[config.mk]
export PLATFORM = sky130hd
export DESIGN_NAME = alu_seq
export DESIGN_NICKNAME = d
export VERILOG_FILES = /design/src/rtl/alu_seq.sv
export SDC_FILE = /design/constraint.sdc
export NUM_CORES = 1
export LEC_CHECK = 0
export CORE_MARGIN = 3
export CORE_UTILIZATION = 60
export DETAILED_ROUTE_END_ITERATION = 10
export PLACE_DENSITY = 0.93
export SETUP_SLACK_MARGIN = 0.15
export SLEW_MARGIN = 20
export SYNTH_ARGS = -nofsm -noshare
export SYNTH_HDL_FRONTEND = slang
export SYNTH_SLANG_ARGS = --single-unit
[constraint.sdc]
create_clock -name clk -period 8.65 [get_ports clk]
set_input_delay 1.73 -clock clk [delete_from_list [all_inputs] [get_ports clk]]
set_output_delay 1.73 -clock clk [all_outputs]
set_load 0.05 [all_outputs]
[src/rtl/alu_seq.sv]
// alu_seq: handshaked WIDTH-bit ALU with NZCV flags, registered outputs and
// an iterative shift-add multiplier.
//
// Ports:
//   clk, rst_n           rising-edge clock, synchronous active-low reset
//   in_valid / in_ready  operand handshake (op_a, op_b, alu_op)
//   op_a, op_b           operands (op_b low bits are the shift amount)
//   alu_op               000 ADD, 001 SUB, 010 AND, 011 OR, 100 XOR,
//                        101 SHL, 110 SHR, 111 MUL
//   out_valid / out_ready result handshake (result + flags)
//   result               operation result
//   zero, negative       result == 0, result MSB
//   carry                carry / borrow / last bit shifted out / MUL high half nonzero
//   overflow             signed overflow, ADD/SUB only
//   busy                 multiply in progress
module alu_seq #(
   parameter int WIDTH  = 8,
   parameter bit MUL_EN = 1'b1
) (
   input  logic             clk,
   input  logic             rst_n,
   input  logic             in_valid,
   output logic             in_ready,
   input  logic [WIDTH-1:0] op_a,
   input  logic [WIDTH-1:0] op_b,
   input  logic [2:0]       alu_op,
   output logic             out_valid,
   input  logic             out_ready,
   output logic [WIDTH-1:0] result,
   output logic             zero,
   output logic             negative,
   output logic             carry,
   output logic             overflow,
   output logic             busy
);

   localparam int SHW = $clog2(WIDTH);
   localparam int CW  = $clog2(WIDTH);
   localparam logic [CW-1:0] CNT_LAST = CW'(WIDTH - 1);

   localparam logic [2:0] OP_ADD = 3'b000;
   localparam logic [2:0] OP_SUB = 3'b001;
   localparam logic [2:0] OP_AND = 3'b010;
   localparam logic [2:0] OP_OR  = 3'b011;
   localparam logic [2:0] OP_XOR = 3'b100;
   localparam logic [2:0] OP_SHL = 3'b101;
   localparam logic [2:0] OP_SHR = 3'b110;
   localparam logic [2:0] OP_MUL = 3'b111;

   typedef enum logic [1:0] {S_IDLE, S_MUL, S_DONE} state_t;

   typedef struct packed {
      logic [WIDTH-1:0] res;
      logic             z;
      logic             n;
      logic             c;
      logic             v;
   } alu_out_t;

   function automatic logic add_ovf(input logic signed [WIDTH-1:0] a,
                                    input logic signed [WIDTH-1:0] b,
                                    input logic signed [WIDTH-1:0] r);
      return ((a < 0) == (b < 0)) && ((r < 0) != (a < 0));
   endfunction

   function automatic logic sub_ovf(input logic signed [WIDTH-1:0] a,
                                    input logic signed [WIDTH-1:0] b,
                                    input logic signed [WIDTH-1:0] r);
      return ((a < 0) != (b < 0)) && ((r < 0) != (a < 0));
   endfunction

   // Single-cycle ops. MUL (and the unsupported op when MUL_EN=0) falls to
   // the default: result 0, zero set, other flags clear.
   function automatic alu_out_t alu_eval(input logic [WIDTH-1:0] a,
                                         input logic [WIDTH-1:0] b,
                                         input logic [2:0]       op);
      alu_out_t       o;
      logic [WIDTH:0] ext;
      logic [SHW-1:0] amt;
      o   = '0;
      ext = '0;
      amt = b[SHW-1:0];
      case (op)
         OP_ADD: begin
            ext   = {1'b0, a} + {1'b0, b};
            o.res = ext[WIDTH-1:0];
            o.c   = ext[WIDTH];
            o.v   = add_ovf(a, b, ext[WIDTH-1:0]);
         end
         OP_SUB: begin
            // bit WIDTH of the extended difference is the borrow
            ext   = {1'b0, a} - {1'b0, b};
            o.res = ext[WIDTH-1:0];
            o.c   = ext[WIDTH];
            o.v   = sub_ovf(a, b, ext[WIDTH-1:0]);
         end
         OP_AND: o.res = a & b;
         OP_OR:  o.res = a | b;
         OP_XOR: o.res = a ^ b;
         OP_SHL: begin
            // one guard bit above the MSB catches the last bit shifted out
            ext   = {1'b0, a} << amt;
            o.res = ext[WIDTH-1:0];
            o.c   = ext[WIDTH];
         end
         OP_SHR: begin
            // one guard bit below the LSB catches the last bit shifted out
            ext   = {a, 1'b0} >> amt;
            o.res = ext[WIDTH:1];
            o.c   = ext[0];
         end
         default: o.res = '0;
      endcase
      o.z = ~|o.res;
      o.n = o.res[WIDTH-1];
      return o;
   endfunction

   state_t             state;
   logic               accept;
   logic [CW-1:0]      cnt;
   logic [2*WIDTH-1:0] mcand;
   logic [2*WIDTH-1:0] prod;
   logic [2*WIDTH-1:0] prod_next;
   logic [WIDTH-1:0]   mplier;
   alu_out_t           ev;

   assign in_ready  = (state == S_IDLE) | ((state == S_DONE) & out_ready);
   assign accept    = in_valid & in_ready;
   assign ev        = alu_eval(op_a, op_b, alu_op);
   assign prod_next = prod + (mplier[0] ? mcand : '0);

   // ---- multiplier datapath: load on accept, one multiplier bit per MUL cycle
   always_ff @(posedge clk) begin
      if (accept) begin
         mcand  <= {{WIDTH{1'b0}}, op_a};
         mplier <= op_b;
         prod   <= '0;
      end else if (state == S_MUL) begin
         prod   <= prod_next;
         mcand  <= mcand << 1;
         mplier <= mplier >> 1;
      end
   end

   // ---- control and registered outputs
   always_ff @(posedge clk) begin
      if (!rst_n) begin
         state     <= S_IDLE;
         cnt       <= '0;
         out_valid <= 1'b0;
         busy      <= 1'b0;
         result    <= '0;
         zero      <= 1'b0;
         negative  <= 1'b0;
         carry     <= 1'b0;
         overflow  <= 1'b0;
      end else begin
         case (state)
            S_IDLE, S_DONE: begin
               if (accept) begin
                  if (MUL_EN && (alu_op == OP_MUL)) begin
                     state     <= S_MUL;
                     cnt       <= '0;
                     busy      <= 1'b1;
                     out_valid <= 1'b0;
                  end else begin
                     state     <= S_DONE;
                     out_valid <= 1'b1;
                     result    <= ev.res;
                     zero      <= ev.z;
                     negative  <= ev.n;
                     carry     <= ev.c;
                     overflow  <= ev.v;
                  end
               end else if ((state == S_DONE) && out_ready) begin
                  state     <= S_IDLE;
                  out_valid <= 1'b0;
               end
            end
            S_MUL: begin
               cnt <= cnt + 1'b1;
               if (cnt == CNT_LAST) begin
                  state     <= S_DONE;
                  busy      <= 1'b0;
                  out_valid <= 1'b1;
                  result    <= prod_next[WIDTH-1:0];
                  zero      <= ~|prod_next[WIDTH-1:0];
                  negative  <= prod_next[WIDTH-1];
                  carry     <= |prod_next[2*WIDTH-1:WIDTH];
                  overflow  <= 1'b0;
               end
            end
            default: state <= S_IDLE;
         endcase
      end
   end

endmodule

==> parameters.txt, run 1 <==
Parameter                              Value

Outcome
  Outcome    completed

GRT
  Met2 global-route usage    47.36%
  Most congested layer reported by global routing    met2
  Maximum number of pins on one net before global-route repair    37
  Antenna violations before repair    0
  Vias in the first global route    4282
  Global-route wire length before repair    21480 um
  Met1 Usage GRT    about two fifths
  Global routing met3 resource utilization    5.887%
  Global Route Usage Sum    between 20% and 30%
  Remaining Overflow, GRT    0

Place
  Final HPWL from detailed placement    9708 um
  Weighted congestion at the end of routability-driven global placement    0.9582
  Number of I/O port buffers    37
  Setup slack at placement    3.280 ns
  Cells after DPL    674

Routing
  DRC marker count from the first detailed-route iteration    380
  Vias per cell    6.559
  Number of design rule violations left after detail routing    0
  WL/cell    19.82 um
  Routed WL    approximately 14000 um
  Vias after detailed routing    4526
  First-pass iteration count of the detailed router    5
  Final ANT Viol Nets    0

Power
  Total internal power    556.8 uW
  Proportion of power drawn by combinational gates    27.6%
  NetSw    ~260 uW
  Share of power burned in the clock network    34.5%
  Sequential group share of total power    37.8%
  Power Dens Cells    147.0 nW/um^2
  VDD IR-drop max    0.0001304 V
  Net switching share of the total power    31.54%
  Leakage power    about 0.0023 uW

Floorplan
  Initial core utilization    62.74%
  Top-Level Pins    38
  Die Wd    96.59 um
  Die footprint    between 9000 and 10000 um^2
  # rows    32
  Core Area    7848 um^2
  Overall die height    approximately 97 um

Min path
  Hold-critical path depth    2
  Type of the worst min-delay path    flop to flop

STA
  Worst max-slew margin expressed relative to the limit    29.37%
  Upper clock frequency limit    between 150 and 200 MHz
  Max Transition Viols Final    0
  Unrepaired setup endpoints after global routing    no
  Setup violators final    0
  Tightest Pin Transition    about 1.1 ns
  Crit path setup slack, layout    about 3.6 ns
  Final worst path period need    around 5.1 ns
  Post-route clock skew    ~0.01 ns
  Total count of hold-check failures in the final report    0
  Sum of negative setup slack    0 ns
  Final clock period utilization by the worst path    between 50 and 60%

Layout
  Total of fill cells in the finished design    ~600
  # nets final    between 600 and 700
  Ratio of cells with drive above 1 in the final layout    between 7 and 8%
  Final Non-Filler Cells    690
  Layout Utilization    70.49%
  Area Overhead vs Synth    12.35%
  Most common library cell in the layout ignoring fill and taps    sky130_fd_sc_hd__a21oi_1
  Ant. Diodes    0
  Commonest non-fill, non-tap cells in the layout    45 x sky130_fd_sc_hd__a21oi_1, 42 x sky130_fd_sc_hd__ha_1, 42 x sky130_fd_sc_hd__dfxtp_1

Critical path
  Type of the setup path with the least slack    primary input to flop
  Cell depth of the worst flop-to-flop path    10
  Crit path buf inv count    1
  Cell depth of the worst setup path    10
  Arrival time at the worst endpoint    5.33 ns
  Kind of start point of the critical path    primary input
  Crit Path Max Fanout    23
  Cell with the largest stage delay on the worst path    sky130_fd_sc_hd__clkdlybuf4s50_1
  Slowest Stage Delay on Critical Path    0.96 ns
  Series of cell instances along the critical path    clkdlybuf4s50_1 > ha_1 > fa_1 > or3_4 > a311o_1 > o311ai_2 > xnor2_1 > a2111oi_4 > and4_1 > o2bb2ai_1
  Cell class contributing the biggest share of worst-path delay    buffers and inverters
  Data required time of the critical path    8.91 ns
  Sort of element at the end of the critical path    flop

Clock tree
  TritonCTS clock tree    done
  Clock latency on the worst-skew pair    0.33 ns
  H-tree level count    3
  Clk sinks    58
  Number of gates given a new drive strength after cts    0
  Maximum buffer depth of the clock tree    2
  Post-CTS Setup Repair Bufs    0
  Clock root buffer    sky130_fd_sc_hd__clkbuf_8
  Quantity of hold-fixing buffers added after cts    0
  Clock Pin Slew Worst Setup and Hold Paths    0.07 ns
  Number of buffers created by CTS    9

Logic synthesis
  Synth area leaders    sky130_fd_sc_hd__dfxtp_1 17%, sky130_fd_sc_hd__ha_1 11%, sky130_fd_sc_hd__edfxtp_1 9.8%
  Fraction of synthesized cell area in xor and xnor cells    2.846%
  Share of Yosys cell area claimed by the top area cell type    17.08%
  Number of instances in the synthesized netlist    roughly 570
  Async set or reset register ratio after synthesis    0%
  Yosys synthesis warning count    0
  Compound-gate portion of the synthesized area    24.85%
  Number of unique standard cell types used by synthesis    75
  Post-synthesis adder-cell area fraction    11.89%
  Most used DFF post-synth    sky130_fd_sc_hd__dfxtp_1
  Post-synthesis simple-gate area fraction    19.31%
  Multiplexer fraction of the synthesized cell area    under 10%
  Synthesized net count    636
  Post-synthesis area per instance    8.668 um^2
  Cell accounting for the most synthesized area    sky130_fd_sc_hd__dfxtp_1
  Total of flip-flops plus latches after synthesis    58
  Post-synth design cell area    4923 um^2
  Sequential share of the synthesized area    a little over a quarter
  Largest family of logic cells by synthesized area    compound AO/OA/AOI/OAI gates
  Count of flip-flops with a built-in enable after synthesis    16

Job
  Number of maximum-capacitance violations    0
[power groups by stage]
stage	combinational, uW	clock [uW]	sequential, uW
final	225	281	308
after global routing	241	294	310
after CTS	221	286	308
after detailed placement	219	0	313
after global placement	215	0	312
after floorplan	140	0	325
[stage by stage]
step / hold slack, ns / total power (uW) / instance area (um^2)
3_3_place_gp: 0.4446 / 527.4 / 5310
4_1_cts: 0.4581 / 814.2 / 5532
5_1_grt: 0.4855 / 844.8 / 5532
2_1_floorplan: 0.4268 / 465.5 / 4923
6_report: 0.4598 / 813.4 / 5532
3_5_place_dp: 0.4395 / 532.0 / 5310
[layer usage]
metal  routed length (um)  vias to the layer above
li1                     -                     2144
met1                 5839                     2141
met2                 6333                      205
met3                 1084                       36
met4                  416                        0
met5                    0                        -
[cell families (layout without fill, tap and decap cells)]
| family | Yosys count | after routing |
|---|---|---|
| flip-flops | 58 | 58 |
| buffers and inverters | 65 | 85 |
| XOR/XNOR | 16 | 16 |
| AO/OA/AOI/OAI | 174 | 174 |
| AND/OR/NAND/NOR | 176 | 176 |
| multiplexers | 34 | 34 |
| adder cells (fa/ha/maj) | 45 | 45 |
[Yosys cell counts (4+ instances only)]
master,instances
sky130_fd_sc_hd__a211oi_1,5
sky130_fd_sc_hd__a21o_1,10
sky130_fd_sc_hd__a21oi_1,45
sky130_fd_sc_hd__a221oi_1,7
sky130_fd_sc_hd__a22o_1,12
sky130_fd_sc_hd__a22oi_1,6
sky130_fd_sc_hd__a31oi_1,6
sky130_fd_sc_hd__and2_1,18
sky130_fd_sc_hd__and3_1,7
sky130_fd_sc_hd__buf_2,6
sky130_fd_sc_hd__clkbuf_1,28
sky130_fd_sc_hd__dfxtp_1,42
sky130_fd_sc_hd__edfxtp_1,16
sky130_fd_sc_hd__ha_1,42
sky130_fd_sc_hd__inv_1,24
sky130_fd_sc_hd__mux2_1,9
sky130_fd_sc_hd__mux2_2,10
sky130_fd_sc_hd__mux2i_1,9
sky130_fd_sc_hd__mux4_2,6
sky130_fd_sc_hd__nand2_1,37
sky130_fd_sc_hd__nand2b_1,8
sky130_fd_sc_hd__nand3_1,21
sky130_fd_sc_hd__nand4_1,5
sky130_fd_sc_hd__nor2_1,30
sky130_fd_sc_hd__nor2b_1,7
sky130_fd_sc_hd__nor3_1,12
sky130_fd_sc_hd__nor4_1,4
sky130_fd_sc_hd__o211ai_1,7
sky130_fd_sc_hd__o21a_1,6
sky130_fd_sc_hd__o21ai_0,23
sky130_fd_sc_hd__o21ai_1,10
sky130_fd_sc_hd__or3_1,4
sky130_fd_sc_hd__xnor2_1,9
sky130_fd_sc_hd__xor2_1,7
[path summary, 6_finish.rpt]
kind	slack, ns	to	startpoint
max	3.58	zero	op_b[0]
min	0.46	overflow	overflow
max reg2reg	5.43	carry	mplier[0]
min reg2reg	0.46	overflow	overflow
[tightest hold or removal path: cells and delay by family (launching register included)]
| family | cells | cell delay, ns |
|---|---|---|
| compound gates | 1 | 0.05 |
| flops | 1 | 0.32 |
| simple gates | 1 | 0.05 |
[final cells by class]
| cell class | instances | area (um^2) | area share, % |
|---|---|---|---|
| Inverter | 26 | 97.59 | 1.764 |
| Sequential cell | 58 | 1321 | 23.89 |
| Timing Repair Buffer | 43 | 415.4 | 7.510 |
| Tap cell | 102 | 127.6 | 2.307 |
| Multi-Input combinational cell | 445 | 3348 | 60.53 |
| Clock inverter | 4 | 76.32 | 1.380 |
| Clock buffer | 12 | 145.1 | 2.624 |
[sequential cells by signal (all words and copies together) (netlist names)]
| name | cells |
|---|---|
| zero | 1 |
| mplier | 8 |
| mcand | 16 |
| out_valid | 1 |
| cnt | 3 |
| overflow | 1 |
| carry | 1 |
| result | 8 |
| busy | 1 |
| state | 2 |
| prod | 16 |
Note: power is estimated with default switching activity, not from simulation.
==> run 2: changes to the inputs <==
==> constraint.sdc (replaced) <==
create_clock -name clk -period 4.8 [get_ports clk]
set_input_delay 0.96 -clock clk [delete_from_list [all_inputs] [get_ports clk]]
set_output_delay 0.96 -clock clk [all_outputs]
set_load 0.05 [all_outputs]
==> run 2 against run 1 <==
Effect of this change: core utilization increased by 0.84 points; combinational power grew 84%; clock-buffer cell count shrank 1; first-iteration DRC count increased by 43%; non-clock buffer count grew 9; clock skew grew 0.0024 ns; final cell count rose by 1.3%; register-to-register slack worse by 3.9 ns; die area stayed put; sequential share of layout area shrank 0.28 points; global-route usage grew 2.1 points; critical path type unchanged; largest power group unchanged.
==> parameters.txt, run 2 (synthesis results as in run 1) <==
Parameter                              Value

STA
  Max Transition Viols Final    0 (unchanged)
  Upper clock frequency limit    about 270 MHz
  Sum of negative setup slack    0 ns (unchanged)
  Crit path setup slack, layout    1.038 ns (-2.537 ns)
  Tightest Pin Transition    0.8989 ns (-0.1572 ns)
  Final clock period utilization by the worst path    a little under 80%
  Worst max-slew margin expressed relative to the limit    39.61% (+10 points)
  Total count of hold-check failures in the final report    0 (unchanged)
  Post-route clock skew    0.01228 ns (+0.002424 ns)
  Setup violators final    0 (unchanged)
  Unrepaired setup endpoints after global routing    no
  Final worst path period need    around 3.8 ns

Layout
  Total of fill cells in the finished design    608 (+1.2%)
  Ant. Diodes    0 (unchanged)
  Largest registers ranked by flip-flop count    mcand x16, prod x16
  Most common library cell in the layout ignoring fill and taps    sky130_fd_sc_hd__a21oi_1
  # nets final    660 (+1.4%)
  Area Overhead vs Synth    13.70%
  Ratio of cells with drive above 1 in the final layout    9.213% (+1.6 points)
  Commonest non-fill, non-tap cells in the layout    45 x sky130_fd_sc_hd__a21oi_1, 42 x sky130_fd_sc_hd__ha_1, 42 x sky130_fd_sc_hd__dfxtp_1

Clock tree
  Number of buffers created by CTS    9 (unchanged)
  TritonCTS clock tree    done
  Clock root buffer    sky130_fd_sc_hd__clkbuf_8
  Clk sinks    58 (unchanged)
  H-tree level count    3 (unchanged)
  Maximum buffer depth of the clock tree    2 (unchanged)
  Quantity of hold-fixing buffers added after cts    0 (unchanged)
  Number of gates given a new drive strength after cts    0 (unchanged)
  Clock Pin Slew Worst Setup and Hold Paths    0.07 ns (about the same)
  Clock latency on the worst-skew pair    0.35 ns (+0.02 ns)
  Post-CTS Setup Repair Bufs    0 (unchanged)

GRT
  Global Route Usage Sum    31.98% (+2.1 points)
  Antenna violations before repair    0 (unchanged)
  Global-route wire length before repair    22600 um (+5.2%)
  Maximum number of pins on one net before global-route repair    35 (-5.4%)
  Vias in the first global route    4555 (+6.4%)
  Remaining Overflow, GRT    0 (unchanged)

Power
  Leakage power    0.002359 uW (+2.2%)
  VDD IR-drop max    0.0002294 V (+76%)
  Power Dens Cells    264.9 nW/um^2 (+80%)

Job
  Number of maximum-capacitance violations    0 (unchanged)

Routing
  WL/cell    20.65 um (+4.2%)
  First-pass iteration count of the detailed router    5 (unchanged)
  Final ANT Viol Nets    0 (unchanged)
  DRC marker count from the first detailed-route iteration    543 (+43%)
  Vias per cell    6.711 (+2.3%)
  Number of design rule violations left after detail routing    0 (unchanged)
  Vias after detailed routing    4691 (+3.6%)
  Routed WL    14440 um (+5.6%)

Place
  Weighted congestion at the end of routability-driven global placement    0.9899 (+3.3%)
  Setup slack at placement    0.6997 ns (-2.580 ns)
  Number of I/O port buffers    37 (unchanged)
  Final HPWL from detailed placement    10480 um (+8.0%)

Floorplan
  Core Area    7848 um^2 (unchanged)
  Initial core utilization    62.74% (unchanged)
  Die Wd    96.59 um (unchanged)
  # rows    32 (unchanged)
  Top-Level Pins    38 (unchanged)
  Overall die height    96.59 um (unchanged)
  Die footprint    9329 um^2 (unchanged)

Min path
  Type of the worst min-delay path    flop to flop

Critical path
  Sort of element at the end of the critical path    flop
  Kind of start point of the critical path    primary input
  Crit Path Max Fanout    11 (-52%)
  Data required time of the critical path    5.09 ns (-3.82 ns)
  Arrival time at the worst endpoint    4.05 ns (-1.28 ns)
  Type of the setup path with the least slack    primary input to flop

Outcome
  Outcome    completed
## run 2: through the flow
stage                     utilization (%)  hold slack (ns)  total power (uW)  instances  instance area, um^2
final                               71.33           0.4534              1483        699                 5598
after CTS                           71.33           0.4523              1474        699                 5598
after detailed placement            68.53           0.4456             967.3        683                 5378
after global placement              68.53           0.4370             957.7        683                 5378
after floorplan                         -           0.4268             838.9        568                 4923
after global routing                71.33           0.4723              1536        699                 5598
## run 2: cell type report
class / count / area [um^2] / area share (%)
multi-input combinational: 445 / 3348 / 59.81
sequential: 58 / 1321 / 23.60
timing repair buffer: 52 / 483.0 / 8.628
clock buffer: 11 / 141.4 / 2.526
tap: 102 / 127.6 / 2.280
inverter: 26 / 97.59 / 1.743
clock inverter: 5 / 78.83 / 1.408
## run 2: final timing paths
path	startpoint	end	slack, ns	cells past startpoint
setup / recovery	op_a[1]	zero	1.04	10
hold reg to reg	result[2]	result[2]	0.45	2
hold / removal	result[2]	result[2]	0.45	2
setup reg to reg	mplier[0]	carry	1.57	10
## run 2: routing by layer
| layer | wire length, um | share of wire, % | global-route usage, % | vias to the layer above |
|---|---|---|---|---|
| li1 | - | - | - | 2169 |
| met4 | 566 | 3.9 | 14.25 | 0 |
| met5 | 0 | 0 | 0 | - |
| met1 | 6101 | 42 | 42.45 | 2197 |
| met2 | 6670 | 46 | 50.23 | 263 |
| met3 | 1097 | 7.6 | 6.584 | 62 |
## run 2: where the power goes
part | total (uW) | switching [uW] | internal, uW
Sequential | 554 | 18.5 | 535
Clock | 514 | 208 | 306
Combinational | 415 | 251 | 164
## run 2: worst max-delay path, cell delays in order
cell,delay [ns]
sky130_fd_sc_hd__clkdlybuf4s50_1,0.72
sky130_fd_sc_hd__inv_1,0.16
sky130_fd_sc_hd__fa_1,0.50
sky130_fd_sc_hd__or3_4,0.40
sky130_fd_sc_hd__a311o_1,0.34
sky130_fd_sc_hd__o311ai_2,0.10
sky130_fd_sc_hd__xnor2_1,0.15
sky130_fd_sc_hd__a2111oi_4,0.38
sky130_fd_sc_hd__and4_1,0.23
sky130_fd_sc_hd__o2bb2ai_1,0.10
